===== src/rtl/load_store_unit.sv =====
// Memory-stage load/store unit: one load or store per start over a req/ack data port.
// Optional define LSU_MISALIGN_TRAP_EN turns misaligned halfword/word accesses into errors.
module load_store_unit #(
  parameter int unsigned TIMEOUT = 16
) (
  input  logic        clk,
  input  logic        rst,
  input  logic        start,
  input  logic        we,
  input  logic [2:0]  funct3,
  input  logic [31:0] addr,
  input  logic [31:0] wdata,
  output logic        busy,
  output logic        done,
  output logic        error,
  output logic [31:0] rdata,
  output logic        mem_req,
  output logic        mem_we,
  output logic [31:0] mem_addr,
  output logic [31:0] mem_wdata,
  output logic [3:0]  mem_be,
  input  logic        mem_ack,
  input  logic [31:0] mem_rdata
);

  localparam int unsigned CNT_W = 8;

  typedef enum logic [1:0] {IDLE, REQ, DONE} state_t;

  state_t           state_q, state_d;
  logic [CNT_W-1:0] cnt_q, cnt_d;
  logic             we_q, we_d;
  logic [2:0]       f3_q, f3_d;
  logic [1:0]       lane_q, lane_d;
  logic             busy_d, done_d, error_d, mem_req_d, mem_we_d;
  logic [31:0]      rdata_d, mem_addr_d, mem_wdata_d;
  logic [3:0]       mem_be_d;

  logic        req_ok_c, misalign_c;
  logic [3:0]  be_c;
  logic [31:0] wdata_rep_c, load_ext_c, shifted_c;

  // Request decode: funct3 legality, optional alignment trap, lanes and enables
  always_comb begin
    if (we) req_ok_c = (funct3 == 3'b000) || (funct3 == 3'b001) || (funct3 == 3'b010);
    else    req_ok_c = (funct3 != 3'b011) && (funct3 != 3'b110) && (funct3 != 3'b111);
`ifdef LSU_MISALIGN_TRAP_EN
    misalign_c = ((funct3[1:0] == 2'b01) && addr[0]) ||
                 ((funct3[1:0] == 2'b10) && (addr[1:0] != 2'b00));
`else
    misalign_c = 1'b0;
`endif
    case (funct3[1:0])
      2'b00:   begin be_c = 4'b0001 << addr[1:0];         wdata_rep_c = {4{wdata[7:0]}};  end
      2'b01:   begin be_c = 4'b0011 << {addr[1], 1'b0};   wdata_rep_c = {2{wdata[15:0]}}; end
      default: begin be_c = 4'b1111;                       wdata_rep_c = wdata;            end
    endcase
  end

  // Load lane extraction and sign/zero extension from the latched request
  always_comb begin
    if (f3_q[0]) shifted_c = mem_rdata >> {lane_q[1], 4'b0000};
    else         shifted_c = mem_rdata >> {lane_q, 3'b000};
    case (f3_q)
      3'b000:  load_ext_c = {{24{shifted_c[7]}}, shifted_c[7:0]};
      3'b100:  load_ext_c = {24'h000000, shifted_c[7:0]};
      3'b001:  load_ext_c = {{16{shifted_c[15]}}, shifted_c[15:0]};
      3'b101:  load_ext_c = {16'h0000, shifted_c[15:0]};
      default: load_ext_c = mem_rdata;
    endcase
  end

  // Next-state and registered-output logic
  always_comb begin
    state_d     = state_q;
    cnt_d       = cnt_q;
    we_d        = we_q;
    f3_d        = f3_q;
    lane_d      = lane_q;
    busy_d      = 1'b0;
    done_d      = 1'b0;
    error_d     = 1'b0;
    rdata_d     = rdata;
    mem_req_d   = 1'b0;
    mem_we_d    = mem_we;
    mem_addr_d  = mem_addr;
    mem_wdata_d = mem_wdata;
    mem_be_d    = mem_be;
    case (state_q)
      IDLE: begin
        if (start) begin
          we_d   = we;
          f3_d   = funct3;
          lane_d = addr[1:0];
          if (req_ok_c && !misalign_c) begin
            state_d     = REQ;
            cnt_d       = '0;
            busy_d      = 1'b1;
            mem_req_d   = 1'b1;
            mem_we_d    = we;
            mem_addr_d  = {addr[31:2], 2'b00};
            mem_wdata_d = wdata_rep_c;
            mem_be_d    = be_c;
          end else begin
            state_d = DONE;
            done_d  = 1'b1;
            error_d = 1'b1;
          end
        end
      end
      REQ: begin
        if (mem_ack) begin
          state_d = DONE;
          done_d  = 1'b1;
          if (!we_q) rdata_d = load_ext_c;
        end else if (cnt_q == CNT_W'(TIMEOUT - 1)) begin
          state_d = DONE;
          done_d  = 1'b1;
          error_d = 1'b1;
        end else begin
          cnt_d     = cnt_q + CNT_W'(1);
          busy_d    = 1'b1;
          mem_req_d = 1'b1;
        end
      end
      DONE: state_d = IDLE;
      default: state_d = IDLE;
    endcase
  end

  always_ff @(posedge clk or posedge rst) begin
    if (rst) begin
      state_q   <= IDLE;
      cnt_q     <= '0;
      we_q      <= 1'b0;
      f3_q      <= 3'b000;
      lane_q    <= 2'b00;
      busy      <= 1'b0;
      done      <= 1'b0;
      error     <= 1'b0;
      rdata     <= '0;
      mem_req   <= 1'b0;
      mem_we    <= 1'b0;
      mem_addr  <= '0;
      mem_wdata <= '0;
      mem_be    <= '0;
    end else begin
      state_q   <= state_d;
      cnt_q     <= cnt_d;
      we_q      <= we_d;
      f3_q      <= f3_d;
      lane_q    <= lane_d;
      busy      <= busy_d;
      done      <= done_d;
      error     <= error_d;
      rdata     <= rdata_d;
      mem_req   <= mem_req_d;
      mem_we    <= mem_we_d;
      mem_addr  <= mem_addr_d;
      mem_wdata <= mem_wdata_d;
      mem_be    <= mem_be_d;
    end
  end

endmodule


===== config.mk =====
export PLATFORM = sky130hd
export DESIGN_NAME = load_store_unit
export DESIGN_NICKNAME = d
export VERILOG_FILES = /design/src/rtl/load_store_unit.sv
export SDC_FILE = /design/constraint.sdc
export NUM_CORES = 1
export LEC_CHECK = 0
export ABC_AREA = 1
export CAP_MARGIN = 10
export CORE_MARGIN = 5
export CORE_UTILIZATION = 30
export CTS_CLUSTER_SIZE = 24
export DETAILED_ROUTE_END_ITERATION = 10
export PLACE_DENSITY_LB_ADDON = 0.05
export SLEW_MARGIN = 20
export SYNTH_ARGS = -nofsm -noshare
export SYNTH_HDL_FRONTEND = slang
export SYNTH_SLANG_ARGS = --single-unit

===== constraint.sdc =====
create_clock -name clk -period 5.65 [get_ports clk]
set_clock_uncertainty 0.1 [all_clocks]
set_input_delay 0.565 -clock clk [delete_from_list [all_inputs] [get_ports clk]]
set_output_delay 0.565 -clock clk [all_outputs]
set_load 0.02 [all_outputs]

==> results.sh, run 1 <==
export IMPL_switching_share_pct=38.9
export IMPL_synthCells=772
export IMPL_seq_power_share_pct=30.8
export IMPL_status="finished clean"
export IMPL_fin_tns_setup_ns=0
export IMPL_cp_max_fo=91
export IMPL_cell_internal_pwr_mw=2.94
export IMPL_cts_tree="built"
export IMPL_synthMuxAreaShare_pct=0.194
export IMPL_critPathKind="in2reg"
export IMPL_post_cts_buffers=0
export IMPL_io_buffers=206
export IMPL_fin_ws_ns=2.81
export IMPL_design_die_area_um2=22300
export IMPL_synth_top_cell_area_share_pct=50.8
export IMPL_cts_buffer_depth=2
export IMPL_gr_usage_all_layers_pct=16.8
export IMPL_synth_compound_area_share_pct=8.95
export IMPL_diodes=0
export IMPL_p_leak_nw=4.20
export IMPL_start_util_pct=30.2
export IMPL_final_cells=1236
export IMPL_wl_um=18500
export IMPL_synth_seq_cells=118
export IMPL_drt_antenna_violating_nets=0
export IMPL_cts_buffers=17
export IMPL_fin_nets=1064
export IMPL_synth_top_family_by_area="simple AND/OR/NAND/NOR gates"
export IMPL_core_area_um2=19300
export IMPL_register_area_um2=2950
export IMPL_cp_arrival_ns=3.03
export IMPL_post_drt_wl_per_cell_um=15.0
export IMPL_synthXorXnorAreaFrac_pct=0.452
export IMPL_p_sw_mw=1.87
export IMPL_power_share_combinational_pct=45.7
export IMPL_grt_max_degree=92
export IMPL_row_count=51
export IMPL_ys_top_cells_by_area="dfrtp_1, nand2_1, nand3_1"
export IMPL_syn2layout_area_growth_pct=48.6
export IMPL_synthArstFlopShare_pct=100
export IMPL_drv_cap=0
export IMPL_p_clk_share_pct=23.5
export IMPL_synth_avg_cell_area_um2=7.53
export IMPL_dpl_hpwl_um=12800
export IMPL_max_freq_mhz=352
export IMPL_ctsResizeCount=0
export IMPL_hold_violations=0
export IMPL_dp_cells=1205
export IMPL_worstHoldPathType="reg2reg"
export IMPL_first_global_vias=5445
export IMPL_die_y_um=149
export IMPL_synth_warnings=0
export IMPL_crit_family="buffers and inverters"
export IMPL_grt_first_pass_wirelength_um=29600
export IMPL_drtPass1Iterations=5
export IMPL_post_route_period_util_pct=50.3
export IMPL_synth_common_cells="nand2_1, dfrtp_1, nand3_1, inv_1"
export IMPL_synth_edf_count=0
export IMPL_antenna_found_initial=0
export IMPL_timing_critical_path_slowest_cell_delay_ns=0.74
export IMPL_peakVddDrop_mv=0.235
export IMPL_via_per_inst=4.36
export IMPL_setup_viol=0
export IMPL_synth_top_area_cell="dfrtp_1"
export IMPL_place_congestion=0.783
export IMPL_min_period_ns=2.84
export IMPL_crit_chain="clkdlybuf4s50_1, buf_4, nand2_1, inv_1, o22ai_1, nand2_4, buf_4, nand2_2, nand2_1, o21ai_2"
export IMPL_tightest_slew_ns=0.973
export IMPL_slew_violations=0
export IMPL_cp_start_kind="input pin"
export IMPL_worst_ep_required_time_ns=5.84
export IMPL_path_clk_slew_ns=0.06
export IMPL_crit_slowest_cell="buf_4"
export IMPL_synth_adder_area_share_pct=0.215
export IMPL_path_buf_inv=4
export IMPL_multi_input_area_um2=2420
export IMPL_hold_ws_ns=0.376
export IMPL_clk_latency_ns=0.41
export IMPL_drive_above_1_share_pct=7.21
export IMPL_overflow=0
export IMPL_ys_flop_type="dfrtp_1"
export IMPL_synthDistinctLibCells=31
export IMPL_synth_simple_area_share_pct=31.5
export IMPL_yosysSeqAreaShare_pct=50.8
export IMPL_numClockSinks=118
export IMPL_fillers=1990
export IMPL_syn_area_um2=5810
export IMPL_end_kind="flip-flop"
export IMPL_cts_root_buf="clkbuf_16"
export IMPL_max_slew_margin_rel_pct=34.9
export IMPL_dp_slack_ns=2.32
export IMPL_power_per_cell_area_nw_per_um2=556
export IMPL_pin_count=209
export IMPL_route_detailed_drc=0
export IMPL_cts_hold_buf=0
export IMPL_rsz0062_at_grt="no"
export IMPL_die_w_um=149
export IMPL_vias=5392
export IMPL_h_tree_depth=4
export IMPL_yosysMostFrequentCell="nand2_1"
export IMPL_drtIter0Drc=206
kinds of logic (layout without fill, tap and decap cells):
| kind of cell | Yosys count | in the layout |
|---|---|---|
| simple gates | 446 | 446 |
| flops | 118 | 118 |
| buf+inv | 103 | 301 |
| compound gates | 99 | 99 |
| xor+xnor | 3 | 3 |
| fa+ha+maj | 1 | 1 |
| other cells | 1 | 2 |
| mux | 1 | 1 |
worst register-to-register path: stages, from the launching register on:
cell and delay, ns:
dfrtp_1 0.38, or2_1 0.18, nor2_4 0.09, nand2_4 0.08, buf_4 0.74, nand2_2 0.34
nand2_1 0.16, o21ai_2 0.06
flip-flops by register name, indices dropped and copies added, names as in the netlist, 2 cells and up:
register	count
mem_wdata	32
f3_q	3
mem_addr	30
lane_q	2
mem_be	4
cnt_q	8
rdata	32
state_q	2
area by class of cell:
type,instances,area share [%]
Sequential cell,118,34.2
Multi-Input combinational cell,552,28.0
Clock inverter,8,1.40
Inverter,59,2.62
Clock buffer,23,5.65
Timing Repair Buffer,211,24.3
Tap cell,265,3.84
path summary, 6_finish.rpt:
kind,start,endpoint,cells after the start,slack (ns)
hold / removal,mem_addr[24],mem_addr[24],2,0.38
setup / recovery,funct3[1],cnt_q[4],10,2.81
setup reg to reg,state_q[1],cnt_q[4],7,3.42
hold reg to reg,mem_addr[24],mem_addr[24],2,0.38
max in group asynchronous,rst,mem_wdata[4],3,3.99
min in group asynchronous,rst,rdata[26],2,0.50
power groups by stage:
stage	logic [mW]	clock network [mW]	registers, mW
final	2.19	1.13	1.48
after global routing	2.40	1.20	1.54
after CTS	2.24	1.16	1.49
after detailed placement	2.23	0	1.49
after global placement	2.23	0	1.49
after floorplan	0.832	0	1.86
per-layer routing:
metal / up-vias / part of all wire (%) / GRT usage [%]
met5: - / 0 / 0
met4: 0 / 1.6 / 5.45
met3: 23 / 9.5 / 6.78
met2: 174 / 45 / 25.9
met1: 2409 / 44 / 21.5
li1: 2786 / - / -
cells in the final DEF, fill, tap and decap left out, types with 4 or more instances in the layout:
cell type / Yosys / layout
a21oi_1: 37 / 37
buf_4: 6 / 5
clkbuf_16: 0 / 17
clkbuf_8: 0 / 4
clkdlybuf4s50_1: 0 / 206
dfrtp_1: 118 / 117
inv_1: 52 / 51
inv_2: 6 / 6
nand2_1: 326 / 326
nand3_1: 56 / 56
nor2_1: 37 / 37
o21ai_0: 33 / 33
o21ai_1: 23 / 23
or2_2: 16 / 16
metrics by stage:
step	utilization (%)	total power, mW	instance area, µm²
floorplan	-	2.69	5820
detailed placement	41.7	3.72	8030
finish	44.8	4.80	8640
CTS	44.8	4.88	8640
global route	44.8	5.14	8640
global placement	41.7	3.72	8030
Power figures use the tool's default switching activity.
==> run 2: changes to the inputs <==
==> constraint.sdc (replaced) <==
create_clock -name clk -period 2.5 [get_ports clk]
set_clock_uncertainty 0.1 [all_clocks]
set_input_delay 0.25 -clock clk [delete_from_list [all_inputs] [get_ports clk]]
set_output_delay 0.25 -clock clk [all_outputs]
set_load 0.02 [all_outputs]
==> run 2 against run 1 <==
Clock power up 130%; utilization up 0.53 points; clock-buffer cell count down 2; critical endpoint is now mem_wdata[7]; sequential power up 120%; critical path type is now reg2reg; sequential share of layout area down 0.42 points.
==> results.sh, run 2 (same netlist as run 1, synthesis figures left out) <==
export IMPL_diodes=0
export IMPL_fin_nets=1071
export IMPL_final_area_um2=8740
export IMPL_status="finished clean"
export IMPL_cts_buffer_depth=2
export IMPL_antenna_found_initial=0
export IMPL_io_buffers=206
export IMPL_cts_buffers=17
export IMPL_p_clk_share_pct=23.9
export IMPL_h_tree_depth=4
export IMPL_syn2layout_area_growth_pct=50.3
export IMPL_ctsResizeCount=0
export IMPL_numClockSinks=118
export IMPL_pin_count=209
export IMPL_max_slew_margin_rel_pct=53.0
export IMPL_r2r_start="state_q[1]"
export IMPL_cts_tree="built"
export IMPL_cp_arrival_ns=2.14
export IMPL_cp_max_fo=60
export IMPL_cell_internal_pwr_mw=6.73
export IMPL_power_per_cell_area_nw_per_um2=1260
export IMPL_ff2ff_path_depth=6
export IMPL_route_detailed_drc=0
export IMPL_post_route_period_util_pct=78.6
export IMPL_slew_violations=0
export IMPL_rr_endpoint="mem_wdata[7]"
export IMPL_dpl_hpwl_um=12900
export IMPL_multi_input_area_um2=2420
export IMPL_rsz0062_at_grt="no"
export IMPL_drive_above_1_share_pct=7.87
export IMPL_cts_root_buf="clkbuf_16"
export IMPL_post_drt_wl_per_cell_um=14.7
export IMPL_min_period_ns=1.96
export IMPL_design_die_area_um2=22300
export IMPL_clk_latency_ns=0.41
export IMPL_cts_hold_buf=0
export IMPL_register_area_um2=2950
export IMPL_row_count=51
export IMPL_power_share_combinational_pct=46.1
export IMPL_dp_slack_ns=0.288
export IMPL_peakVddDrop_mv=0.536
export IMPL_wl_um=18300
export IMPL_drtPass1Iterations=4
export IMPL_cp_start_kind="flip-flop"
export IMPL_p_sw_mw=4.24
export IMPL_place_congestion=0.825
export IMPL_core_area_um2=19300
export IMPL_final_cells=1244
export IMPL_die_y_um=149
export IMPL_drtIter0Drc=283
export IMPL_end_kind="flip-flop"
export IMPL_path_clk_slew_ns=0.06
export IMPL_gr_usage_all_layers_pct=16.7
export IMPL_drv_cap=0
export IMPL_largest_registers="mem_wdata (32), rdata (32), mem_addr (30)"
export IMPL_worst_ep_required_time_ns=2.67
export IMPL_tightest_slew_ns=0.703
export IMPL_die_w_um=149
export IMPL_grt_first_pass_wirelength_um=29200
export IMPL_setup_viol=0
export IMPL_fillers=1980
export IMPL_overflow=0
export IMPL_max_freq_mhz=509
export IMPL_fin_ws_ns=0.535
export IMPL_final_cell_mix="nand2_1, clkdlybuf4s50_1, dfrtp_1, nand3_1, inv_1"
export IMPL_p_leak_nw=4.24
export IMPL_critPathKind="reg2reg"
export IMPL_switching_share_pct=38.6
export IMPL_total_power_mw=11.0
export IMPL_drt_antenna_violating_nets=0
export IMPL_first_global_vias=5306
export IMPL_seq_power_share_pct=30.0
export IMPL_dp_cells=1212
export IMPL_rrSetupSlack_ns=0.54
export IMPL_vias=5367
export IMPL_place_area_um2=8110
export IMPL_post_cts_buffers=0
export IMPL_fin_tns_setup_ns=0
export IMPL_layout_commonest_cell="nand2_1"
export IMPL_hold_violations=0
export IMPL_start_util_pct=30.2
export IMPL_grt_max_degree=119
export IMPL_via_per_inst=4.31
export IMPL_worstHoldPathType="in2async"
export IMPL_fin_util_pct=45.4
export IMPL_hold_ws_ns=0.269
run 2: changes by cell type in the layout (fill, tap and decap cells not counted):
| cell | delta |
|---|---|
| clkinv_2 | -2 |
| dfrtp_1 | +1 |
| bufinv_16 | +1 |
| clkinvlp_4 | +3 |
| clkbuf_8 | -2 |
| dfrtp_2 | -1 |
| inv_4 | -1 |
| clkinv_4 | +2 |
| buf_12 | +2 |
| buf_4 | +5 |
run 2: how the worst max path moves through the flow:
stage / start / to / slack (ns)
4_1_cts: state_q[1] / mem_be[2] / 0.51
3_5_place_dp: funct3[1] / mem_wdata[12] / 0.29
5_1_grt: f3_q[0] / rdata[23] / 0.33
6_report: state_q[1] / mem_wdata[7] / 0.54
2_1_floorplan: rst / cnt_q[0] / 0.71
3_3_place_gp: funct3[1] / cnt_q[6] / 0.33
run 2: power groups by stage:
stage | Sequential, mW | Clock [mW] | Combinational, mW
after floorplan | 4.20 | 0 | 1.88
after global placement | 3.33 | 0 | 5.12
after detailed placement | 3.29 | 0 | 5.13
after CTS | 3.30 | 2.69 | 5.14
after global routing | 3.42 | 2.78 | 5.56
final | 3.29 | 2.62 | 5.06
run 2: layout make-up:
type | instances | share of cell area (%)
Timing Repair Buffer | 218 | 24.9
Inverter | 59 | 2.61
Tap cell | 265 | 3.79
Clock inverter | 11 | 1.99
Sequential cell | 118 | 33.8
Multi-Input combinational cell | 552 | 27.7
Clock buffer | 21 | 5.27
run 2: metal layers:
metal  global-route usage, %  share of wire, %  vias to the layer above
li1                        -                 -                     2795
met1                    22.6                46                     2410
met2                    24.8                44                      150
met3                    6.78               8.5                       12
met4                    4.44              0.84                        0
met5                       0                 0                        -
run 2: worst max-delay path, stage by stage (launching register included):
cell	delay [ns]
dfrtp_1	0.40
or2_1	0.29
nor2_4	0.26
nand2_4	0.19
buf_4	0.38
nand2_1	0.13
o21ai_1	0.07
